===== src/rtl/divider_pkg.sv =====
// Shared definitions for the divider operand registers: op encodings and FSM states.
package divider_pkg;

    localparam logic [2:0] OP_HOLD = 3'b000;
    localparam logic [2:0] OP_LOAD = 3'b001;
    localparam logic [2:0] OP_SHL  = 3'b010;
    localparam logic [2:0] OP_SHR  = 3'b011;
    localparam logic [2:0] OP_INC  = 3'b100;
    localparam logic [2:0] OP_DEC  = 3'b101;
    localparam logic [2:0] OP_CLR  = 3'b110;
    localparam logic [2:0] OP_RSVD = 3'b111;

    typedef enum logic {
        ST_IDLE  = 1'b0,
        ST_SHIFT = 1'b1
    } state_e;

endpackage


===== src/rtl/divider_op_reg_if.sv =====
// Command/status bundle between the divider controller (master) and an operand register (slave).
interface divider_op_reg_if #(
    parameter int WIDTH = 4,
    parameter int CNT_W = $clog2(WIDTH + 1)
);
    logic [2:0]       op;
    logic [WIDTH-1:0] D;
    logic             sin;
    logic             start;
    logic [CNT_W-1:0] nshift;
    logic [WIDTH-1:0] Q;
    logic             zFlag;
    logic             cout;
    logic             busy;
    logic             done;

    modport master (
        output op, D, sin, start, nshift,
        input  Q, zFlag, cout, busy, done
    );

    modport slave (
        input  op, D, sin, start, nshift,
        output Q, zFlag, cout, busy, done
    );
endinterface


===== src/rtl/burst_counter.sv =====
// Down-counter holding the number of shifts still owed in a burst.
module burst_counter #(
    parameter int CNT_W = 3
) (
    input  logic             clk,
    input  logic             rst,
    input  logic             load,
    input  logic             dec,
    input  logic [CNT_W-1:0] load_val,
    output logic             last
);
    logic [CNT_W-1:0] cnt_q;

    // NOTE: sequential state is written with non-blocking assignments so every flop samples pre-edge values.
    always_ff @(posedge clk or negedge rst) begin
        if (!rst) begin
            cnt_q <= '0;
        end else if (load) begin
            cnt_q <= load_val;
        end else if (dec && cnt_q != '0) begin
            cnt_q <= cnt_q - CNT_W'(1);
        end
    end

    assign last = (cnt_q == CNT_W'(1));
endmodule


===== src/rtl/divider_op_reg.sv =====
// Multi-mode operand register (load/shift/inc/dec/clear) with a self-timed shift burst.
module divider_op_reg
    import divider_pkg::*;
#(
    parameter int WIDTH = 4,
    parameter int CNT_W = $clog2(WIDTH + 1)
) (
    input  logic              clk,
    input  logic              rst,
    divider_op_reg_if.slave   bus
);
    state_e           state_q, state_d;
    logic [WIDTH-1:0] q_q, q_d;
    logic             cout_q, cout_d;
    logic             done_q, done_d;
    logic             cnt_load, cnt_dec, cnt_last;
    logic [WIDTH:0]   inc_sum;

    burst_counter #(.CNT_W(CNT_W)) u_cnt (
        .clk      (clk),
        .rst      (rst),
        .load     (cnt_load),
        .dec      (cnt_dec),
        .load_val (bus.nshift),
        .last     (cnt_last)
    );

    assign inc_sum = {1'b0, q_q} + (WIDTH + 1)'(1);

    // NOTE: every variable gets a default before the case so no path leaves a latch behind.
    always_comb begin
        state_d  = state_q;
        q_d      = q_q;
        cout_d   = cout_q;
        done_d   = 1'b0;
        cnt_load = 1'b0;
        cnt_dec  = 1'b0;

        unique case (state_q)
            ST_IDLE: begin
                if (bus.start) begin
                    // A burst request overrides any op presented in the same cycle.
                    cnt_load = 1'b1;
                    if (bus.nshift != '0) begin
                        state_d = ST_SHIFT;
                    end else begin
                        done_d = 1'b1;
                    end
                end else begin
                    case (bus.op)
                        OP_LOAD: begin
                            q_d    = bus.D;
                            cout_d = 1'b0;
                        end
                        OP_SHL: begin
                            q_d    = {q_q[WIDTH-2:0], bus.sin};
                            cout_d = q_q[WIDTH-1];
                        end
                        OP_SHR: begin
                            q_d    = {bus.sin, q_q[WIDTH-1:1]};
                            cout_d = q_q[0];
                        end
                        OP_INC: begin
                            q_d    = inc_sum[WIDTH-1:0];
                            cout_d = inc_sum[WIDTH];
                        end
                        OP_DEC: begin
                            q_d    = q_q - WIDTH'(1);
                            cout_d = (q_q == '0);
                        end
                        OP_CLR: begin
                            q_d    = '0;
                            cout_d = 1'b0;
                        end
                        default: ;
                    endcase
                end
            end
            ST_SHIFT: begin
                q_d     = {q_q[WIDTH-2:0], bus.sin};
                cout_d  = q_q[WIDTH-1];
                cnt_dec = 1'b1;
                if (cnt_last) begin
                    state_d = ST_IDLE;
                    done_d  = 1'b1;
                end
            end
            default: state_d = ST_IDLE;
        endcase
    end

    // NOTE: only control/data flops live here; reset returns them all to idle values with no done pulse.
    always_ff @(posedge clk or negedge rst) begin
        if (!rst) begin
            state_q <= ST_IDLE;
            q_q     <= '0;
            cout_q  <= 1'b0;
            done_q  <= 1'b0;
        end else begin
            state_q <= state_d;
            q_q     <= q_d;
            cout_q  <= cout_d;
            done_q  <= done_d;
        end
    end

    assign bus.Q     = q_q;
    assign bus.zFlag = (q_q == '0);
    assign bus.cout  = cout_q;
    assign bus.busy  = (state_q == ST_SHIFT);
    assign bus.done  = done_q;
endmodule

===== src/flat_wrapper.sv =====
// flat-port wrapper written by rule: the top's interface ports become plain ports
module divider_op_reg_flat import divider_pkg::*;
#(
    parameter int WIDTH = 4,
    parameter int CNT_W = $clog2(WIDTH + 1)
)
  (clk, rst, bus_op, bus_D, bus_sin, bus_start, bus_nshift, bus_Q, bus_zFlag, bus_cout, bus_busy, bus_done);
  divider_op_reg_if #(.WIDTH(WIDTH), .CNT_W(CNT_W)) bus_i ();
  input  logic clk;
  input  logic rst;
  input wire logic [$bits(bus_i.op)-1:0] bus_op;
  input wire logic [$bits(bus_i.D)-1:0] bus_D;
  input wire logic [$bits(bus_i.sin)-1:0] bus_sin;
  input wire logic [$bits(bus_i.start)-1:0] bus_start;
  input wire logic [$bits(bus_i.nshift)-1:0] bus_nshift;
  output wire logic [$bits(bus_i.Q)-1:0] bus_Q;
  output wire logic [$bits(bus_i.zFlag)-1:0] bus_zFlag;
  output wire logic [$bits(bus_i.cout)-1:0] bus_cout;
  output wire logic [$bits(bus_i.busy)-1:0] bus_busy;
  output wire logic [$bits(bus_i.done)-1:0] bus_done;
  assign bus_i.op = bus_op;
  assign bus_i.D = bus_D;
  assign bus_i.sin = bus_sin;
  assign bus_i.start = bus_start;
  assign bus_i.nshift = bus_nshift;
  assign bus_Q = bus_i.Q;
  assign bus_zFlag = bus_i.zFlag;
  assign bus_cout = bus_i.cout;
  assign bus_busy = bus_i.busy;
  assign bus_done = bus_i.done;
  divider_op_reg #(.WIDTH(WIDTH), .CNT_W(CNT_W)) u_core (.clk(clk), .rst(rst), .bus(bus_i));
endmodule

===== config.mk =====
export PLATFORM = sky130hd
export DESIGN_NAME = divider_op_reg_flat
export DESIGN_NICKNAME = d
export VERILOG_FILES = /design/src/rtl/divider_pkg.sv /design/src/rtl/divider_op_reg_if.sv /design/src/rtl/burst_counter.sv /design/src/rtl/divider_op_reg.sv /design/src/flat_wrapper.sv
export SDC_FILE = /design/constraint.sdc
export NUM_CORES = 1
export LEC_CHECK = 0
export ABC_CLOCK_PERIOD_IN_PS = 2400
export CORE_MARGIN = 2
export CORE_UTILIZATION = 50
export DETAILED_ROUTE_END_ITERATION = 10
export PLACE_DENSITY = 0.78
export SLEW_MARGIN = 20
export SYNTH_ARGS = -nofsm -noshare
export SYNTH_HDL_FRONTEND = slang
export SYNTH_SLANG_ARGS = --single-unit
export TNS_END_PERCENT = 30

===== constraint.sdc =====
create_clock -name clk -period 2.4 [get_ports clk]
set_clock_uncertainty 0.15 [all_clocks]
set_input_delay 0.24 -clock clk [delete_from_list [all_inputs] [get_ports clk]]
set_output_delay 0.24 -clock clk [all_outputs]
set_load 0.05 [all_outputs]

======== Yosys cells after proc, flatten, opt, wreduce, memory -nomap -nowiden ========
Index checks and enable logic that the tools add are counted.
storage, ports and cells
  logic and storage cells ................. 46
  register bits ........................... 10
  bits of input ports ..................... 14
cells by class
  muxes and demuxes ....................... 19
  bitwise gates (word level) .............. 1
  $add $sub $neg .......................... 3
  equality and inequality tests ........... 10
  reductions and logical operators ........ 8
operators with widths
  operator               count
  $pmux W4 S6            1
  $mux W1                10
  $eq A3 B3 Y1 const B   3
  $pmux W4 S2            1
  $ne A7 B7 Y1 const B   1
  $eq A3 B1 Y1 const B   2
  $eq A3 B2 Y1 const B   2
  $mux W3                2
  $ne A6 B6 Y1 const B   1
  $pmux W1 S2            3
  $reduce_bool A3 Y1     2
  $add A4 B1 Y5 const B  1
  $pmux W1 S5            1
  $logic_not A4 Y1       1
  $mux W4                1
  $reduce_and A2 Y1      2
  $sub A4 B1 Y4 const B  1
  $sub A3 B1 Y3 const B  1
  $ne A2 B2 Y1 const B   1
  $reduce_bool A2 Y1     1
  $reduce_or A2 Y1       1
  $logic_and A1 B1 Y1    1
  $not A1 Y1             1

======== Depth between registers and ports, before layout ========
Gate-level depths: netlist (run 1).
  depth after elaboration ................. 5
  mapped depth ............................ 6
  gate-level depth less buffers ........... 6

======== Hierarchy ========
A second synthesis (run 1) with hierarchy kept.
second synthesis, totals
  cells, all modules ...................... 101
  area, all modules ....................... 950.9 um^2
by module, submodules not included
  module          area each (um^2)  times used  cells an instance
  divider_op_reg  729.4             1           77
  burst_counter   221.5             1           24

======== Worst setup path before layout (run 1) ========
OpenSTA, ideal clock, no wires.
  path kind ............................... flip-flop to flip-flop
  from .................................... reg u_core.q_q[1] (netlist: u_core.bus.Q[1])
  to ...................................... reg u_core.cout_q (netlist: u_core.bus.cout)
  cell stages (with the launch flop) ...... 7
  clock period less this slack ............ 2.789 ns
  setup time .............................. 0.082 ns
  data arrival time ....................... 2.557 ns
  path slack .............................. -0.389 ns
  path through ............................ dfrtp_1 -> inv_1 -> ha_1 -> nor3b_1 -> a2bb2oi_1 -> nand3b_1 -> a31oi_1
on the way
  longest elaborated chain between the ends .. 4
  elaborated cells between the ends (all ways) .. 5
ends and longest elaborated chain
  element                 RTL line               RTL
  start, declared         divider_op_reg.sv:13   logic [WIDTH-1:0] q_q, q_d;
  start signal, assigned  divider_op_reg.sv:101  q_q <= q_d;
  $logic_not A4 Y1        -
  net bus_zFlag           flat_wrapper.sv:17     output wire logic [$bits(bus_i.zFlag)-1:0] bus_zFlag;
  $pmux W1 S5             divider_op_reg.sv:50   case (bus.op)
  $mux W1                 divider_op_reg.sv:41   if (bus.start) begin
  $pmux W1 S2             divider_op_reg.sv:39   unique case (state_q)
  end signal, assigned    divider_op_reg.sv:102  cout_q <= cout_d;
  end, declared           divider_op_reg.sv:14   logic cout_q, cout_d;
The timed path passes the listed nets, and every way through them passes these cells. The select of a mux whose other input is x is not followed.
A chain may end at the register's enable or synchronous reset.

======== Worst setup path in the final report (run 1) ========
  from .................................... reg u_core.q_q[2] (netlist: u_core.bus.Q[2])
  to ...................................... out bus_Q[2]
RTL lines
  element        RTL line            RTL
  end, declared  flat_wrapper.sv:16  output wire logic [$bits(bus_i.Q)-1:0] bus_Q;
No word-level cell between the ends.

==> results.ini, run 1 <==
[worst_setup_path]
cp_top_family=buffers and inverters
path_buf_inv=1
crit_path_end_kind=output port
path_class=flip-flop to output port
path_depth=1
max_stage_delay_ns=0.88
cp-start-kind=flip-flop
critPathArrivalTime_ns=1.72
rr_startpoint=u_core.bus.Q[2]
worstPathRequired_ns=2.01
startpoint=u_core.bus.Q[2]
critPathMaxFanout=11
reg2regPathDepth=4
crit_slowest_cell=clkdlybuf4s50_1
path_cells=clkdlybuf4s50_1

[sta]
relSlewSlack_pct=66.8
hold_viol=0
fin_crit_sh_pct=87.8
period_needed_ns=2.11
fin_ws_ns=0.292
rsz0062_at_grt=false
fmax_mhz=474
drv_slew=0
setup_tns_ns=0
max_slew.worst_pin.slew_ns=0.496
setup_viol=0

[synth]
syn_inst=105
synth_cell_types=37
synthArstFlopShare_pct=100
ys_warn_count=0
synth_mux_area_share_pct=2.30
syn-num-nets=124
syn_avg_cell_area_um2=8.29
synth_xor_area_share_pct=2.01
synth_common_cells=10 x dfrtp_1, 9 x nand2_1, 9 x nor2_1, 7 x a21oi_1, 7 x o21ai_0
synth_edf_count=0
ys_ff_latch=10
synth_compound_area_share_pct=31.3
synth_fa_ha_area_share_pct=7.18
synth_ff_type=dfrtp_1
synth_top_area_share_pct=28.7
yosysTopAreaCell=dfrtp_1
yosysMostFrequentCell=dfrtp_1
yosys.area_share.simple_pct=21.8
synth_top_family_by_area=compound AO/OA/AOI/OAI gates
synth_area_um2=871
ys_seq_area_share_pct=28.7
synthTopCellsByArea=dfrtp_1 29%, ha_1 7.2%, a21oi_1 4.0%, o21ai_0 4.0%, nand2_1 3.9%

[place]
post-place-ws_ns=0.311
dp.final_hpwl_mm=1.53
gp_congestion=0.865
io_buffers=21

[clock_network]
clk_path_buf_depth=2
clockRootBuffer=clkbuf_4
cts_buffers=3
htreeDepth=1
path_clk_slew_ns=0.07
cts_tree=built
postCtsSetupBuffers=0
cts_resized=0
numClockSinks=10
worstSkewPairLatency_ns=0.27
hold_buffers=0

[layout]
fin_nets=147
layout-drive-gt1-share_pct=11.0
antenna_cells=0
syn2layout_area_growth_pct=30.5

[pwr]
power_per_cell_area_mw_per_mm2=1240
p_leak_nw=0.488
peakVddDrop_mv=0.735

[floorplanning]
initial_utilization_pct=51.6
die_y_um=45.7
die_w_um=45.7
core_mm2=0.00169
rows=15
dieArea_mm2=0.00209
io_pins=22

[routing]
drtPass1Iterations=4
wl_per_cell_um=14.1
vias=860
vias_per_cell=5.97
post-route-drc-count=0
drt_iter0_markers=14
ant_nets=0
totalWireLength_mm=2.03

[grt]
grt_use_met3_pct=5.95
grt_util_met1_pct=29.9
grt_use_total_pct=21.8
first_global_vias=764
grt_antenna_before_repair=0
grt.overflow.total=0
grt_start_max_net_pins=15
grt_pass1_wl_mm=3.31
grt.met2_usage_pct=35.8
grt.busiest_layer=met2

[hold_path]
hp-class=input pin to async pin

[outcome]
outcome=finished, final reports clean

[run]
drv_cap=0

-- cells in the final DEF, fill, tap and decap left out, types with 2 or more instances in the layout --
cell type	instances
nand2_1	9
mux2i_1	2
buf_4	5
ha_1	5
xnor2_1	2
a31oi_1	3
nor2b_1	5
nand2b_1	3
o311ai_0	2
o211ai_1	3
o221ai_1	2
nand3b_1	2
o21ai_0	7
clkdlybuf4s50_1	20
dfrtp_1	10
nor3_1	3
clkbuf_4	3
inv_1	6
a21oi_1	7
o211a_1	2
nor2_1	9
-- layout make-up --
type / count / area (µm²)
fill: 133 / 553
tap: 17 / 21.3
clock buffer: 4 / 36.3
multi-input combinational: 82 / 568
sequential: 10 / 250
timing repair buffer: 25 / 238
inverter: 6 / 22.5
-- logic make-up (layout without fill, tap and decap cells) --
logic type | after synthesis | after routing
adder cells (fa/ha/maj) | 5 | 5
flip-flops | 10 | 10
AND/OR/NAND/NOR | 36 | 36
AO/OA/AOI/OAI | 37 | 37
buffers and inverters | 13 | 35
XOR/XNOR | 2 | 2
multiplexers | 2 | 2
-- metrics by stage --
step	power, mW	cell area, µm²	util (%)	hold WS (ns)	instances
after global routing	1.53	1140	67.3	0.174	144
after detailed placement	1.27	1100	65.1	0.425	140
after global placement	1.24	1100	65.1	0.417	140
after floorplan	1.01	876	-	-0.206	105
final	1.41	1140	67.3	0.135	144
after CTS	1.42	1140	67.3	0.141	144
-- path summary, 6_finish.rpt --
kind                                    to  slack [ns]
min                        u_core.bus.Q[3]        0.13
max                               bus_Q[2]        0.29
min in group clk           u_core.bus.Q[0]        0.43
max reg2reg                u_core.bus.Q[3]        0.66
min reg2reg                u_core.bus.cout        0.43
max in group asynchronous  u_core.bus.Q[1]        1.64
-- state kept, by name (all words and copies together), names as in the netlist --
register	flops
u_core.bus.done	1
u_core.bus.Q	4
u_core.bus.busy	1
u_core.u_cnt.cnt_q	3
u_core.bus.cout	1
-- layer usage --
metal	vias to the layer above	wire, µm
met5	-	0
met4	0	0
met3	0	113
met2	33	993
met1	398	919
li1	429	-
-- power by group --
part | switching (mW) | total [mW] | internal, mW
Clock | 0.0600 | 0.152 | 0.0922
Combinational | 0.527 | 0.882 | 0.355
Sequential | 0.123 | 0.378 | 0.254
(Power assumes the default switching activity.)
==> inputs of run 2 (changes only) <==
Settings changed: SKIP_LAST_GASP set to 1.
==> results of run 2 <==
The final DEF is identical to that of run 1; final timing and power are the same.
